===== src/rtl/edc_pkg.sv =====
// Shared types and constants for the error-correction stage that follows
// the error-location lookup.
package edc_pkg;

  localparam int DATA_W = 128;
  localparam int CNT_W  = 16;

  typedef logic [2:0] flg_t;

  localparam flg_t FLG_CLEAN  = 3'b001;
  localparam flg_t FLG_CORR   = 3'b010;
  localparam flg_t FLG_UNCORR = 3'b100;

  typedef struct packed {
    flg_t flg;
    logic flip_en;
  } cls_t;

endpackage


===== src/rtl/edc_lq_classify.sv =====
// Classifies a word from its error-location vector and syndrome flag.
// Popcount saturates at 2 and is built as an OR/AND reduction tree.
module edc_lq_classify #(
  parameter int DATA_W = edc_pkg::DATA_W
) (
  input  logic [DATA_W-1:0] lq,
  input  logic              syn_nz,
  output edc_pkg::cls_t     cls
);
  import edc_pkg::*;

  localparam int LVLS = (DATA_W > 1) ? $clog2(DATA_W) : 1;
  localparam int N    = 1 << LVLS;

  // Pairwise tree: each node carries "any bit set" and "two or more set".
  // Results overwrite low indices in place; index j is written only after
  // its children 2j and 2j+1 have been read.
  function automatic logic [1:0] sat_pop(input logic [N-1:0] v);
    logic [N-1:0] a;
    logic [N-1:0] m;
    a = v;
    m = '0;
    for (int l = 0; l < LVLS; l++) begin
      for (int j = 0; j < (N >> (l + 1)); j++) begin
        m[j] = m[2*j] | m[2*j+1] | (a[2*j] & a[2*j+1]);
        a[j] = a[2*j] | a[2*j+1];
      end
    end
    return {m[0], a[0]};
  endfunction

  logic [N-1:0] lq_pad;
  logic [1:0]   pop;
  logic         any_set;
  logic         multi_set;

  always_comb begin
    lq_pad = '0;
    lq_pad[DATA_W-1:0] = lq;
  end

  assign pop       = sat_pop(lq_pad);
  assign any_set   = pop[0];
  assign multi_set = pop[1];

  always_comb begin
    cls.flg     = FLG_UNCORR;
    cls.flip_en = 1'b0;
    if (!syn_nz && !any_set) begin
      cls.flg = FLG_CLEAN;
    end else if (syn_nz && any_set && !multi_set) begin
      cls.flg     = FLG_CORR;
      cls.flip_en = 1'b1;
    end
  end

endmodule


===== src/rtl/edc_correct_pipe.sv =====
// Two-stage valid/ready correction pipeline: stage 1 captures the word and
// location vector, stage 2 holds the corrected word and status flags.
module edc_correct_pipe #(
  parameter int DATA_W = edc_pkg::DATA_W,
  parameter int CNT_W  = edc_pkg::CNT_W
) (
  input  logic              clk,
  input  logic              rst_n,
  input  logic              in_vld,
  output logic              in_rdy,
  input  logic [DATA_W-1:0] cnc,
  input  logic [DATA_W-1:0] lq,
  input  logic              syn_nz,
  output logic              out_vld,
  input  logic              out_rdy,
  output logic [DATA_W-1:0] cec,
  output edc_pkg::flg_t     flg,
  input  logic              clr_cnt,
  output logic [CNT_W-1:0]  corr_cnt,
  output logic [CNT_W-1:0]  uncorr_cnt
);
  import edc_pkg::*;

  localparam logic [CNT_W-1:0] CNT_MAX = '1;

  logic              s1_vld;
  logic              s2_vld;
  logic              s1_adv;
  logic              s1_load;
  logic              s2_load;
  logic [DATA_W-1:0] s1_cnc;
  logic [DATA_W-1:0] s1_lq;
  logic              s1_syn;
  cls_t              s1_cls;

  // Ready depends only on downstream state and out_rdy, never on in_vld.
  assign s1_adv  = ~s2_vld | out_rdy;
  assign in_rdy  = ~s1_vld | s1_adv;
  assign s1_load = in_vld & in_rdy;
  assign s2_load = s1_vld & s1_adv;
  assign out_vld = s2_vld;

  always_ff @(posedge clk or negedge rst_n) begin
    if (!rst_n) begin
      s1_vld <= 1'b0;
      s1_cnc <= '0;
      s1_lq  <= '0;
      s1_syn <= 1'b0;
    end else begin
      if (s1_load) begin
        s1_vld <= 1'b1;
        s1_cnc <= cnc;
        s1_lq  <= lq;
        s1_syn <= syn_nz;
      end else if (s1_adv) begin
        s1_vld <= 1'b0;
      end
    end
  end

  edc_lq_classify #(
    .DATA_W (DATA_W)
  ) u_classify (
    .lq     (s1_lq),
    .syn_nz (s1_syn),
    .cls    (s1_cls)
  );

  always_ff @(posedge clk or negedge rst_n) begin
    if (!rst_n) begin
      s2_vld <= 1'b0;
      cec    <= '0;
      flg    <= '0;
    end else begin
      if (s1_adv) begin
        s2_vld <= s1_vld;
      end
      if (s2_load) begin
        cec <= s1_cls.flip_en ? (s1_cnc ^ s1_lq) : s1_cnc;
        flg <= s1_cls.flg;
      end
    end
  end

  // Events are counted when a word lands in stage 2; clear beats increment.
  always_ff @(posedge clk or negedge rst_n) begin
    if (!rst_n) begin
      corr_cnt   <= '0;
      uncorr_cnt <= '0;
    end else if (clr_cnt) begin
      corr_cnt   <= '0;
      uncorr_cnt <= '0;
    end else if (s2_load) begin
      if (s1_cls.flg == FLG_CORR && corr_cnt != CNT_MAX) begin
        corr_cnt <= corr_cnt + 1'b1;
      end
      if (s1_cls.flg == FLG_UNCORR && uncorr_cnt != CNT_MAX) begin
        uncorr_cnt <= uncorr_cnt + 1'b1;
      end
    end
  end

endmodule


===== config.mk =====
export PLATFORM = sky130hd
export DESIGN_NAME = edc_correct_pipe
export DESIGN_NICKNAME = d
export VERILOG_FILES = /design/src/rtl/edc_pkg.sv /design/src/rtl/edc_lq_classify.sv /design/src/rtl/edc_correct_pipe.sv
export SDC_FILE = /design/constraint.sdc
export NUM_CORES = 1
export LEC_CHECK = 0
export CORE_MARGIN = 2
export CORE_UTILIZATION = 57
export CTS_BUF_LIST = sky130_fd_sc_hd__clkbuf_4
export DETAILED_ROUTE_END_ITERATION = 10
export PLACE_DENSITY = 0.89
export SETUP_SLACK_MARGIN = 0.02
export SLEW_MARGIN = 5
export SYNTH_ARGS = -nofsm -noshare
export SYNTH_HDL_FRONTEND = slang
export SYNTH_SLANG_ARGS = --single-unit
export TNS_END_PERCENT = 50

===== constraint.sdc =====
create_clock -name clk -period 7.2 [get_ports clk]
set_clock_uncertainty 0.2 [all_clocks]
set_input_delay 1.44 -clock clk [delete_from_list [all_inputs] [get_ports clk]]
set_output_delay 1.44 -clock clk [all_outputs]
set_load 0.02 [all_outputs]

[Word level (Yosys, flattened, before mapping)]
Cells that the tools add are included.
Word-level totals
  register bits after elaboration: 422
  bits of input ports: 262
  output and inout port bits: 165
  word-level logic and storage cells: 428
Cells by class
  add/sub/neg operators: 2
  equal/unequal tests: 4
  mux-type cells: 12
  bitwise logic cells: 387
  reduce and logical (&&, ||, !) cells: 14
Operators by type and width (count)
  1-bit bitwise OR: 255
  1-bit AND: 129
  128-bit 2-to-1 mux: 1
  128-bit XOR: 1
  16-bit 2-to-1 mux: 6
  16-bit by 1-bit adder with 16-bit output, second input constant: 2
  16-bit inequality test, second input constant: 2
  2-bit nonzero test: 4
  1-bit logical AND: 5
  4-bit 2-to-1 mux: 1
  2-bit AND reduction: 2
  3-bit by 2-bit equality test with 1-bit output, second input constant: 1
  3-bit equality test, second input constant: 1
  1-bit logical NOT: 3
  1-bit 2-to-1 mux: 3
  3-bit 2-to-1 mux: 1
  1-bit inverter: 2

[Depth between registers and ports, before layout]
  depth after elaboration: 22
  gate-level depth with buffers: 10
  mapped depth without buffers: 8

[Modules after synthesis]
A second synthesis with hierarchy kept.
Second synthesis, totals
  cell total of the unflattened synthesis: 1622
  area, all modules: 19113.3 um^2
Modules (own cells, without submodules)
  edc_correct_pipe: instances 1, cells each 1453, area an instance 17924.7 um^2, sequential area each 10560.1 um^2
  edc_lq_classify: instances 1, cells each 169, area an instance 1188.6 um^2, sequential area each 0.0 um^2

[Worst setup path after synthesis]
OpenSTA, ideal clock, no wires.
  path kind: input port to output port
  start point: input out_rdy
  end point: output in_rdy
  data arrival time: 1.723 ns
  data required time: 5.560 ns
  path slack: 3.837 ns
  stages on the path: 1
  path buffers: 0
  cells stage by stage: nand3b_1
On the way
  cells in the longest elaborated chain, start to end: 2
RTL lines
  from (decl): line edc_correct_pipe.sv:15  | input logic out_rdy,
  1-bit bitwise OR: line edc_correct_pipe.sv:37  | assign s1_adv = ~s2_vld | out_rdy;
  1-bit bitwise OR: line edc_correct_pipe.sv:38  | assign in_rdy = ~s1_vld | s1_adv;
  to (decl): line edc_correct_pipe.sv:10  | output logic in_rdy,
No other way between the ends.

[Final worst setup path]
  start point: register s1_lq[12]
  end point: register cec[103]
On the way
  cells in the longest elaborated chain, start to end: 18
  elaborated cells between the ends (all ways): 34
  classes of those cells: mux: 3; bitwise: 26; reduce/logical: 5
RTL lines
  from (decl): line edc_correct_pipe.sv:32  | logic [DATA_W-1:0] s1_lq;
  from (signal assigned): line edc_correct_pipe.sv:53  | s1_lq <= lq;
  1-bit AND or 1-bit bitwise OR (tied branches): line edc_lq_classify.sv:25, edc_lq_classify.sv:26
  1-bit bitwise OR or 1-bit AND (tied branches): line edc_lq_classify.sv:25  | m[j] = m[2*j] | m[2*j+1] | (a[2*j] & a[2*j+1]);
  1-bit bitwise OR (11 in a row): line edc_lq_classify.sv:25
  1-bit logical NOT: line edc_lq_classify.sv:51  | end else if (syn_nz && any_set && !multi_set) begin
  1-bit logical AND: line edc_lq_classify.sv:51
  4-bit 2-to-1 mux: line edc_lq_classify.sv:51
  1-bit 2-to-1 mux (*): line edc_lq_classify.sv:49  | if (!syn_nz && !any_set) begin
  128-bit 2-to-1 mux (*): line edc_correct_pipe.sv:79  | cec <= s1_cls.flip_en ? (s1_cnc ^ s1_lq) : s1_cnc;
  to (signal assigned): line edc_correct_pipe.sv:79
  to (decl): line edc_correct_pipe.sv:16  | output logic [DATA_W-1:0] cec,
Every way passes the cells marked *; elsewhere a longest branch is shown, timed or not.
A chain may end at the register's enable or synchronous reset.

==> summary.txt <==
Outcome -> complete, no violations
Setup crit start kind -> flop
Grt ovf -> 0
Hold path cells -> 2
Slew Limit Fails -> 0
Die Area -> 35800 um2
Psw -> 2050 uW
Vias -> 16400
FMAX -> 204 MHz
Critical path class -> flop to flop
Max Cap Viol -> 0
R2R Setup Slk -> 2.30 ns
Final setup viols -> 0
Post-synth top area cell -> dfrtp_1
Synth Flop Type -> dfrtp_1
Synth top area share -> 0.540
Yosys cell types -> 60
Setup TNS -> 0 ns
Synth cell count leaders -> 422 x dfrtp_1, 269 x mux2_2, 176 x nand2_1
Synth warn -> 0
GPL Wtd Cong -> 1.02
DR vias/cell -> 6.19
Fin. Hold Viols -> 0
CTS Sinks -> 422
Clock Latency Late Sink -> 0.82 ns
Normalized max-slew margin -> 0.167
R2r endpoint -> cec[103]
1st-iter DRT viols -> 1358
Clock Path Buffers -> 3
Hold EP -> cec[100]
Share of layout cells above drive strength 1 -> 0.210
Io pins -> 427
Post-synth ARST share -> 1.00
CTS buffer count -> 105
Drt first pass iters -> 7
Top cells by area, synth -> dfrtp_1 54%, mux2_2 16%, xor2_1 5.8%, nand4_1 5.1%, o21ai_0 3.5%
Crit path required time -> 7.71 ns
Crit Path Max Fanout -> 82
I/O Buffers -> 426
Syn_area_per_cell -> 11.6 um2
First-pass GRT wire length -> 97000 um
Hold path startpoint -> cec[100]
Seq/Total Area, Yosys -> 0.540
Routed Antenna Nets -> 0
CTS resizes -> 0
Initial antenna violation count -> 9
Slew @ Worst Pin -> 1.24 ns
Peak supply drop -> 0.198 mV
Crit end category -> flop
Final period utilization -> 0.680
FF-to-FF Start -> s1_lq[12]
RSZ-0062 raised after global routing -> false
Die width -> 189 um
FF+latch count, synth -> 422
P&R area growth vs syn -> 29.8%
Core region area -> 33600 um2
Crit path arrival time -> 5.41 ns
Count leader, synth -> dfrtp_1
Place WS -> 2.50 ns
Vias in the first global route -> 16900
# hold bufs at CTS -> 0
Final worst setup slack -> 2.30 ns
Average wire per standard cell -> 23.9 um
Post-DP HPWL -> 44700 um
Htree depth -> 3
Gr usage total -> 0.355
Detailed Route WL -> 63200 um
Switching Share -> 0.313
Root buf cell -> clkbuf_4
Clock slew at reported path FFs -> 0.07 ns
Post-route DRC -> 0
Reg2Reg Depth -> 9
PwrDens -> 259 nW/um2
Share of power burned in registers -> 0.477
FP Rows -> 67
HP Class -> flop to flop
CTS tree -> built
Internal -> 4510 uW
Number of synthesized flops with an enable pin -> 0
Leakage -> 0.0101 uW
Post-CTS setup buffers -> 0
Synthesized Nets -> 1947
Tmin final -> 4.90 ns
Chip Height -> 189 um
Mapped cell area -> 19500 um2
Largest net degree at the start of global routing -> 171
Clock power frac -> 0.303
Cells after Synth -> 1683
Nets -> 2386
Initial Util -> 0.581
Logic pwr share -> 0.220
==> cell usage in the layout (no fill, tap or decap), drive strengths merged, types with 13 or more instances in the layout <==
master         netlist  layout
nor2                33      33
clkbuf              60     146
o21ai              138     138
a21oi               14      14
o22ai               40      40
clkdlybuf4s50        0     425
nand2              176     176
clkinv               0      21
dfrtp              422     422
nand3               20      20
mux2               269     269
nor4                47      47
nand4              160     160
xor2               129     129
buf                 46      13
==> through the flow <==
step                      utilization  total power (uW)  hold slack (ns)  std cells  instance area, um2
after floorplan                     -              3770            0.271       1683               19500
after global placement          0.716              4520            0.260       2463               24100
after detailed placement        0.716              4580            0.269       2463               24100
after CTS                       0.754              6580            0.283       2635               25300
after global routing            0.754              6850            0.305       2641               25400
final                           0.754              6560            0.272       2642               25400
==> worst max-delay path by stage <==
stage	startpoint	end	depth (start not counted)
global placement	s1_lq[12]	corr_cnt[15]	8
global route	s1_lq[12]	corr_cnt[15]	8
floorplan	out_rdy	in_rdy	1
detailed placement	s1_lq[12]	corr_cnt[15]	8
finish	s1_lq[12]	cec[103]	9
CTS	s1_lq[8]	cec[103]	9
==> metal layers <==
layer  GRT usage  vias up  wire (um)
met1       0.450     8211      24300
met3      0.0943      167       5740
li1            -     7121          -
met5           0        -         36
met4       0.177        6       2880
met2       0.566      856      30200
==> cell families after synthesis <==
kind of cell	Yosys count	share of synthesized area
AO/OA/AOI/OAI	246	0.0755
XOR/XNOR	132	0.0592
adder cells (fa/ha/maj)	3	0.00179
buffers and inverters	112	0.0256
flip-flops	422	0.540
multiplexers	273	0.157
AND/OR/NAND/NOR	495	0.140
==> final cells by class <==
type	instances	area, um2
sequential	422	10600
multi-input combinational	1149	8500
fill	2092	8250
timing repair buffer	438	4420
clock buffer	146	1100
tap	448	561
clock inverter	26	181
inverter	6	22.5
antenna	7	17.5
==> registers in the layout (all words and copies together), names as in the netlist <==
name,count
out_vld,1
cec,128
flg,3
uncorr_cnt,16
s1_syn,1
s1_lq,128
s1_cnc,128
s1_vld,1
corr_cnt,16
==> critical path, cell delays in order, from the launching register on <==
cell and delay, ns:
dfrtp_1 0.45, nor4_1 1.06, a22oi_1 0.14, or4_1 0.64, nor4_4 0.15, buf_4 0.75
buf_4 0.65, nand4_1 0.24, xor2_1 0.20, o21ai_0 0.24
==> power groups by stage <==
stage | registers [uW] | clock network, uW | logic (uW)
global placement | 3130 | 0 | 1400
floorplan | 3220 | 0 | 547
CTS | 3120 | 2030 | 1440
global route | 3160 | 2150 | 1540
detailed placement | 3150 | 0 | 1430
finish | 3130 | 1990 | 1440
Note: power is estimated with default switching activity, not from simulation.
